File: src/rtl/multicycle_ctrl_pkg.sv
// Shared definitions for the multi-cycle controller: instruction and ALU opcodes,
// instruction field positions, decode classes and the controller FSM states.
package multicycle_ctrl_pkg;

    localparam logic [3:0] OP_ADD  = 4'b0000;
    localparam logic [3:0] OP_SUB  = 4'b0001;
    localparam logic [3:0] OP_SLT  = 4'b0010;
    localparam logic [3:0] OP_LI   = 4'b0011;
    localparam logic [3:0] OP_ADDI = 4'b0100;
    localparam logic [3:0] OP_BEQ  = 4'b0101;
    localparam logic [3:0] OP_NOP  = 4'b1110;
    localparam logic [3:0] OP_HALT = 4'b1111;

    // ALU opcodes are also decoded by the ALU itself, so they live here.
    localparam logic [3:0] ALU_ADD = 4'b0000;
    localparam logic [3:0] ALU_SUB = 4'b0001;
    localparam logic [3:0] ALU_SLT = 4'b0010;
    localparam logic [3:0] ALU_LI  = 4'b0011;

    localparam int OPC_HI = 36;
    localparam int OPC_LO = 33;
    localparam int RD_HI  = 32;
    localparam int RD_LO  = 28;
    localparam int RS1_HI = 27;
    localparam int RS1_LO = 23;
    localparam int RS2_HI = 22;
    localparam int RS2_LO = 18;
    localparam int IMM_HI = 17;
    localparam int IMM_LO = 0;
    localparam int IMM_W  = IMM_HI - IMM_LO + 1;

    typedef enum logic [2:0] {
        CLS_ALU     = 3'd0,
        CLS_BRANCH  = 3'd1,
        CLS_NOP     = 3'd2,
        CLS_HALT    = 3'd3,
        CLS_ILLEGAL = 3'd4
    } iclass_e;

    typedef enum logic [2:0] {
        IDLE      = 3'd0,
        DECODE    = 3'd1,
        EXECUTE   = 3'd2,
        WRITEBACK = 3'd3,
        BRANCH    = 3'd4,
        HALT_ST   = 3'd5
    } state_e;

endpackage

File: src/rtl/multicycle_ctrl_decode.sv
// Combinational opcode lookup: instruction opcode -> ALU opcode, operand-2 select
// and instruction class used by the controller FSM.
module ctrl_decode
    import multicycle_ctrl_pkg::*;
(
    input  logic [3:0] opcode_i,
    output logic [3:0] alu_op_o,
    output logic       alu_src_imm_o,
    output logic [2:0] iclass_o
);

    always_comb begin
        alu_op_o      = ALU_ADD;
        alu_src_imm_o = 1'b0;
        iclass_o      = CLS_ILLEGAL;
        case (opcode_i)
            OP_ADD: begin
                alu_op_o = ALU_ADD;
                iclass_o = CLS_ALU;
            end
            OP_SUB: begin
                alu_op_o = ALU_SUB;
                iclass_o = CLS_ALU;
            end
            OP_SLT: begin
                alu_op_o = ALU_SLT;
                iclass_o = CLS_ALU;
            end
            OP_LI: begin
                alu_op_o      = ALU_LI;
                alu_src_imm_o = 1'b1;
                iclass_o      = CLS_ALU;
            end
            OP_ADDI: begin
                alu_op_o      = ALU_ADD;
                alu_src_imm_o = 1'b1;
                iclass_o      = CLS_ALU;
            end
            // BEQ compares rs1 and rs2 by subtraction and reads back alu_zero.
            OP_BEQ: begin
                alu_op_o = ALU_SUB;
                iclass_o = CLS_BRANCH;
            end
            OP_NOP:  iclass_o = CLS_NOP;
            OP_HALT: iclass_o = CLS_HALT;
            default: iclass_o = CLS_ILLEGAL;
        endcase
    end

endmodule

File: src/rtl/multicycle_ctrl.sv
// Multi-cycle instruction controller: IDLE -> DECODE -> EXECUTE -> WRITEBACK/BRANCH.
// Define MULTICYCLE_CTRL_ILLEGAL_TRAP_EN to trap illegal opcodes into HALT_ST (adds illegal_op).
module multicycle_ctrl
    import multicycle_ctrl_pkg::*;
#(
    parameter int DATA_W  = 48,
    parameter int INSTR_W = 37
) (
    input  logic               clk,
    input  logic               rst_n,
    input  logic [INSTR_W-1:0] instr,
    input  logic               instr_valid,
    output logic               instr_ready,
    input  logic               alu_zero,
    output logic [3:0]         alu_op,
    output logic               alu_src_imm,
    output logic [DATA_W-1:0]  imm_ext,
    output logic [4:0]         rf_raddr1,
    output logic [4:0]         rf_raddr2,
    output logic [4:0]         rf_waddr,
    output logic               rf_we,
    output logic               branch_taken,
    output logic               halted
`ifdef MULTICYCLE_CTRL_ILLEGAL_TRAP_EN
    ,
    output logic               illegal_op
`endif
);

    function automatic logic [DATA_W-1:0] sext_imm(input logic [IMM_W-1:0] imm);
        return {{(DATA_W-IMM_W){imm[IMM_W-1]}}, imm};
    endfunction

    state_e              state_q, state_d;
    logic [INSTR_W-1:0]  instr_q, instr_d;
    logic [3:0]          alu_op_q, alu_op_d;
    logic                src_imm_q, src_imm_d;
    logic [DATA_W-1:0]   imm_ext_q, imm_ext_d;
    logic                zero_q, zero_d;
`ifdef MULTICYCLE_CTRL_ILLEGAL_TRAP_EN
    logic                illegal_q, illegal_d;
`endif

    logic [3:0]          dec_alu_op;
    logic                dec_src_imm;
    logic [2:0]          dec_class;

    ctrl_decode u_decode (
        .opcode_i      (instr_q[OPC_HI:OPC_LO]),
        .alu_op_o      (dec_alu_op),
        .alu_src_imm_o (dec_src_imm),
        .iclass_o      (dec_class)
    );

    always_ff @(posedge clk) begin
        if (!rst_n) begin
            state_q   <= IDLE;
            instr_q   <= '0;
            alu_op_q  <= '0;
            src_imm_q <= 1'b0;
            imm_ext_q <= '0;
            zero_q    <= 1'b0;
`ifdef MULTICYCLE_CTRL_ILLEGAL_TRAP_EN
            illegal_q <= 1'b0;
`endif
        end else begin
            state_q   <= state_d;
            instr_q   <= instr_d;
            alu_op_q  <= alu_op_d;
            src_imm_q <= src_imm_d;
            imm_ext_q <= imm_ext_d;
            zero_q    <= zero_d;
`ifdef MULTICYCLE_CTRL_ILLEGAL_TRAP_EN
            illegal_q <= illegal_d;
`endif
        end
    end

    always_comb begin
        state_d   = state_q;
        instr_d   = instr_q;
        alu_op_d  = alu_op_q;
        src_imm_d = src_imm_q;
        imm_ext_d = imm_ext_q;
        zero_d    = zero_q;
`ifdef MULTICYCLE_CTRL_ILLEGAL_TRAP_EN
        illegal_d = illegal_q;
`endif
        case (state_q)
            // The instruction word is only sampled here, so later changes on instr are ignored.
            IDLE: begin
                if (instr_valid) begin
                    instr_d = instr;
                    state_d = DECODE;
                end
            end
            DECODE: begin
                alu_op_d  = dec_alu_op;
                src_imm_d = dec_src_imm;
                imm_ext_d = sext_imm(instr_q[IMM_HI:IMM_LO]);
                case (dec_class)
                    CLS_ALU, CLS_BRANCH: state_d = EXECUTE;
                    CLS_HALT:            state_d = HALT_ST;
`ifdef MULTICYCLE_CTRL_ILLEGAL_TRAP_EN
                    CLS_ILLEGAL: begin
                        state_d   = HALT_ST;
                        illegal_d = 1'b1;
                    end
`endif
                    default:             state_d = IDLE;
                endcase
            end
            EXECUTE: begin
                zero_d  = alu_zero;
                state_d = (dec_class == CLS_BRANCH) ? BRANCH : WRITEBACK;
            end
            WRITEBACK: state_d = IDLE;
            BRANCH:    state_d = IDLE;
            HALT_ST:   state_d = HALT_ST;
            default:   state_d = IDLE;
        endcase
    end

    // WRITEBACK and BRANCH are distinct states, so rf_we and branch_taken never overlap.
    assign instr_ready  = (state_q == IDLE);
    assign rf_we        = (state_q == WRITEBACK) && (instr_q[RD_HI:RD_LO] != 5'd0);
    assign branch_taken = (state_q == BRANCH) && zero_q;
    assign halted       = (state_q == HALT_ST);
    assign rf_waddr     = instr_q[RD_HI:RD_LO];
    assign rf_raddr1    = instr_q[RS1_HI:RS1_LO];
    assign rf_raddr2    = instr_q[RS2_HI:RS2_LO];
    assign alu_op       = alu_op_q;
    assign alu_src_imm  = src_imm_q;
    assign imm_ext      = imm_ext_q;
`ifdef MULTICYCLE_CTRL_ILLEGAL_TRAP_EN
    assign illegal_op   = illegal_q;
`endif

endmodule
File: config.mk
export PLATFORM = sky130hd
export DESIGN_NAME = multicycle_ctrl
export DESIGN_NICKNAME = d
export VERILOG_FILES = /design/src/rtl/multicycle_ctrl_pkg.sv /design/src/rtl/multicycle_ctrl_decode.sv /design/src/rtl/multicycle_ctrl.sv
export SDC_FILE = /design/constraint.sdc
export NUM_CORES = 1
export LEC_CHECK = 0
export ABC_AREA = 1
export BUFFER_PORTS_ARGS = -buffer_cell sky130_fd_sc_hd__clkbuf_2
export CAP_MARGIN = 10
export CORE_ASPECT_RATIO = 2
export CORE_MARGIN = 2
export CORE_UTILIZATION = 52
export DETAILED_ROUTE_END_ITERATION = 7
export PLACE_DENSITY_LB_ADDON = 0.3
export SLEW_MARGIN = 0
export SYNTH_ARGS = -nofsm -noshare
export SYNTH_HDL_FRONTEND = slang
export SYNTH_SLANG_ARGS = --single-unit
File: constraint.sdc
create_clock -name clk -period 3.15 [get_ports clk]
set_input_delay 0.1575 -clock clk [delete_from_list [all_inputs] [get_ports clk]]
set_output_delay 0.1575 -clock clk [all_outputs]
set_load 0.05 [all_outputs]
# [Yosys cells after proc, flatten, opt, wreduce, memory -nomap -nowiden]
# Index checks and enable logic that the tools add are counted.
[op_classes] n_eq_ne=15 n_mux=7 order_cmp=0 shifts=0 n_addsub=0 reduce_logical=11 n_div=0 bitwise=0 multipliers=0
[op_table] op="3-bit one-hot mux with 4 select lines" count=2
[op_table] op="3-bit by 2-bit equality test with 1-bit output, second input constant" count=3
[op_table] op="4-bit by 2-bit equality test with 1-bit output, second input constant" count=2
[op_table] op="4-bit by 3-bit equality test with 1-bit output, second input constant" count=2
[op_table] op="4-bit equality test, second input constant" count=2
[op_table] op="3-bit by 1-bit equality test with 1-bit output, second input constant" count=2
[op_table] op="3-bit equality test, second input constant" count=2
[op_table] op="3-bit zero test" count=2
[op_table] op="3-bit two-way mux" count=2
[op_table] op="2-bit one-hot mux with 3 select lines" count=1
[op_table] op="3-bit one-hot mux with 2 select lines" count=1
[op_table] op="2-bit OR reduction" count=3
[op_table] op="5-bit nonzero test" count=1
[op_table] op="5-bit OR reduction" count=1
[op_table] op="4-bit by 1-bit equality test with 1-bit output, second input constant" count=1
[op_table] op="4-bit zero test" count=1
[op_table] op="1-bit logical AND" count=2
[op_table] op="2-bit inequality test, second input constant" count=1
[op_table] op="2-bit AND reduction" count=1
[op_table] op="1-bit two-way mux" count=1
[word_totals] ff_bits=64 ram_bits=0 romBits=0 out_inout_bits=72 latch_bits=0 in_bits=41 n_memories=0 elab_cells=39

# [Longest topological paths before layout]
[logic_depth] depth_word=7 depth_mapped=7 mapped_depth_nobuf=7

# [Hierarchy]
# From an unflattened synthesis, not the netlist that was laid out.
[unflattened] cells_unflattened=522 area_unflattened_um2=3325.7
[by_module_without_submodules] module="multicycle_ctrl" area_each_um2=3211.8 cells_per_inst=495 seq_area_each_um2=1281.2 n_inst=1
[by_module_without_submodules] module="ctrl_decode" area_each_um2=113.9 cells_per_inst=27 seq_area_each_um2=0.0 n_inst=1

# [Least setup slack after synthesis]
# Ideal clock, no wire load.
[synth_path] path_kind="reg2out" startpoint="reg state_q[2]" endpoint="out branch_taken" path_buffers=0 slack_ns=1.495 t_required_ns=2.992 t_arrival_ns=1.497 stages_incl_launch_ff=3 cell_sequence="dfxtp_1 nand2_1 nor3_1"
[synth_between] elab_chain_cells=2
[synth_lines] item="from (decl)" line_no="multicycle_ctrl.sv:34" source="state_e state_q, state_d;"
[synth_lines] item="from (signal assigned)" line_no="multicycle_ctrl.sv:67" source="state_q <= state_d;"
[synth_lines] item="3-bit equality test" line_no="multicycle_ctrl.sv:127" source="assign branch_taken = (state_q == BRANCH) && zero_q;"
[synth_lines] item="1-bit logical AND" line_no="multicycle_ctrl.sv:127"
[synth_lines] item="to (decl)" line_no="multicycle_ctrl.sv:22" source="output logic branch_taken,"
# No other way between the ends.

# [Worst setup path in the final report]
[layout_path] startpoint="reg state_q[2]" endpoint="out instr_ready"
[layout_between] elab_chain_cells=1
[layout_lines] item="3-bit zero test" line_no="multicycle_ctrl.sv:125" source="assign instr_ready = (state_q == IDLE);"
[layout_lines] item="to (decl)" line_no="multicycle_ctrl.sv:13" source="output logic instr_ready,"
# No other way between the ends.

==> metrics.txt <==
final setup fails 0; non-filler cells, final a little under 500; worst reg2reg startpoint state_q[2]; RD Place Congestion approximately 0.8; post-DP HPWL around 4300 um; CP max stage delay 380 ps; compound-cell area share of the yosys netlist 0.1381; detailed-route wire length per cell 12.46 um; worst setup path class flip-flop to output port; # IOs roughly 110; Setup crit end kind output port; first-pass GRT wire length between 10000 and 15000 um; CTS tree done; die area 0.006262 mm2; # H-tree levels 3; setup TNS 0 ps; register area share after synthesis 0.4254; Synth Area in XOR/XNOR 0; post-synthesis register bit count between 60 and 70; final slew viol count 0; FILL cells approximately 550; worst-path cell chain nor2_2 -> nand2_2 -> inv_4 -> clkbuf_2; YS warnings 0; DR vias/cell between 4 and 5; skew final 5.895 ps; number of gates resized after cts 0; RSZ-0062 raised after global routing false; Synth Area in Simple Gates 0.2316; DP Cell Count 470; Setup crit start state_q[2]; clk slew on worst S/H paths 70 ps; Startpoint Class flip-flop; clk sinks between 60 and 70; Mapped Area just under 0.003 mm2; Tightest Pin Transition roughly 830 ps; cts bufs inserted 9; Nets about 460; leakage power between 0.0015 and 0.002 uW; syn avg cell area 8.038 um2; vias in the first global route ~2200; Crit-path slowest cell clkbuf_2; Antenna Nets Post-Route 0; Max Freq about 530 MHz; initial DRC count 89; Hold Crit Start instr[18]; status finished, final reports clean; Design Area, Final 0.003266 mm2; Clock Latency Late Sink 330 ps; Initial Util 0.5383; Chip Height approximately 110 um; Max clock buf depth 2; largest net degree at the start of global routing 40; FP Rows 38; initial antenna violation count 0; Core ar. ~0.0054 mm2; critical path data arrival time between 1500 and 2000 ps; Cell variety after synth 22; Pre-antenna DRT Iters 5; peak supply drop 0.001219 V; port bufs 110; Antenna diodes 0; Worst EP required about 3000 ps; gr ovfl total 0; clock period minus final worst setup slack about 1900 ps; layout cell share with drive strength beyond 1 0.3826; PD cells roughly 1000 mW/mm2; relative slew slack 0.4462; GRT Total Usage 0.2074; fin util 0.6025; Root Driver clkbuf_8; HP Class input pin to flip-flop; WL final between 6000 and 7000 um; Placement Cell Area between 0.003 and 0.004 mm2; # DRC 0; Hold Fails Final Rpt 0; hold slack 67.61 ps; Final Cycle Share 0.5997; Post-Synth Adder-Cell Area 0; mux contribution to synthesized area 0; Synth Instances between 300 and 400; Die Wd between 50 and 60 um; hold buffer count at cts 0; largest family of logic cells by synthesized area simple AND/OR/NAND/NOR gates; Post-CTS Setup Inserts 0; area grow syn2layout 11.92%; via count between 2000 and 2500; max-cap violations 0; CP Max Fanout 39
[worst paths after layout]
path                  to  slack, ps  cells after the start
max reg2reg  instr_q[17]       1410                      6
min reg2reg  imm_ext[17]        450                      2
max          instr_ready       1260                      4
min          instr_q[18]         70                      3
[metrics by stage]
stage | worst slack, ps | power, uW
after floorplan | 1495 | 2582
after global placement | 1454 | 2623
after detailed placement | 1402 | 2642
after CTS | 1248 | 3281
after global routing | 1126 | 3440
final | 1261 | 3250
[registers in the layout, indices dropped and copies added (netlist names)]
signal and count:
zero_q 1, instr_q 37, imm_ext 18, state_q 3, alu_src_imm 1, alu_op 2
[area by class of cell]
type	count	area (um2)	area share
Inverter	27	103.9	0.03180
Multi-Input combinational cell	208	1086	0.3326
Clock buffer	13	168.9	0.05172
Timing Repair Buffer	113	573.1	0.1755
Clock inverter	3	17.52	0.005364
Tap cell	60	75.07	0.02299
Sequential cell	62	1241	0.3801
[layout by cell type (no fill, tap or decap)]
cell	synthesis	final
conb_1	1	2
clkinv_2	0	2
clkbuf_2	0	110
clkbuf_1	5	1
nand3_2	20	20
nor3_1	3	3
o21ai_0	22	22
clkinvlp_4	0	1
nor2_2	2	2
inv_4	1	1
nand3_1	20	20
clkbuf_8	0	12
buf_4	49	3
nand4_1	3	3
nand2_4	1	1
dfxtp_1	62	62
inv_1	26	26
nand2_1	54	54
nand2_2	1	1
nor2_1	29	29
a21oi_2	10	10
a21oi_1	41	41
[critical path, delay by kind of cell, from the launching register on]
kind                   cells  cell delay, ps
flip-flops                 1             360
buffers and inverters      2             750
AND/OR/NAND/NOR            2             260
[synth_stat cells (all sizes together)]
cell type / instances / area share
nand4: 3 / 0.0064
inv: 27 / 0.036
o21ai: 22 / 0.038
buf: 62 / 0.16
nand3: 40 / 0.10
nor2: 31 / 0.042
nand2: 56 / 0.075
dfxtp: 62 / 0.43
nor3: 3 / 0.0051
clkbuf: 5 / 0.0064
conb: 1 / 0.0013
a21oi: 51 / 0.10
[routing by layer]
layer	wire length (um)	global-route usage	vias to the layer above
li1	-	-	1240
met1	2387	0.2369	1098
met2	3261	0.3654	72
met3	310	0.04824	7
met4	96	0.08472	0
met5	0	0	-
[where the power goes]
group	internal (uW)	switching (uW)	total [uW]
combinational	315	1240	1550
clock	348	293	640
sequential	941	117	1060
total	1600	1650	3250
[cells by family (layout without fill, tap and decap cells)]
kind of cell,Yosys count,after routing
flip-flops,62,62
other,1,2
buffers and inverters,94,156
AO/OA/AOI/OAI,73,73
AND/OR/NAND/NOR,133,133
Power figures use the tool's default switching activity.
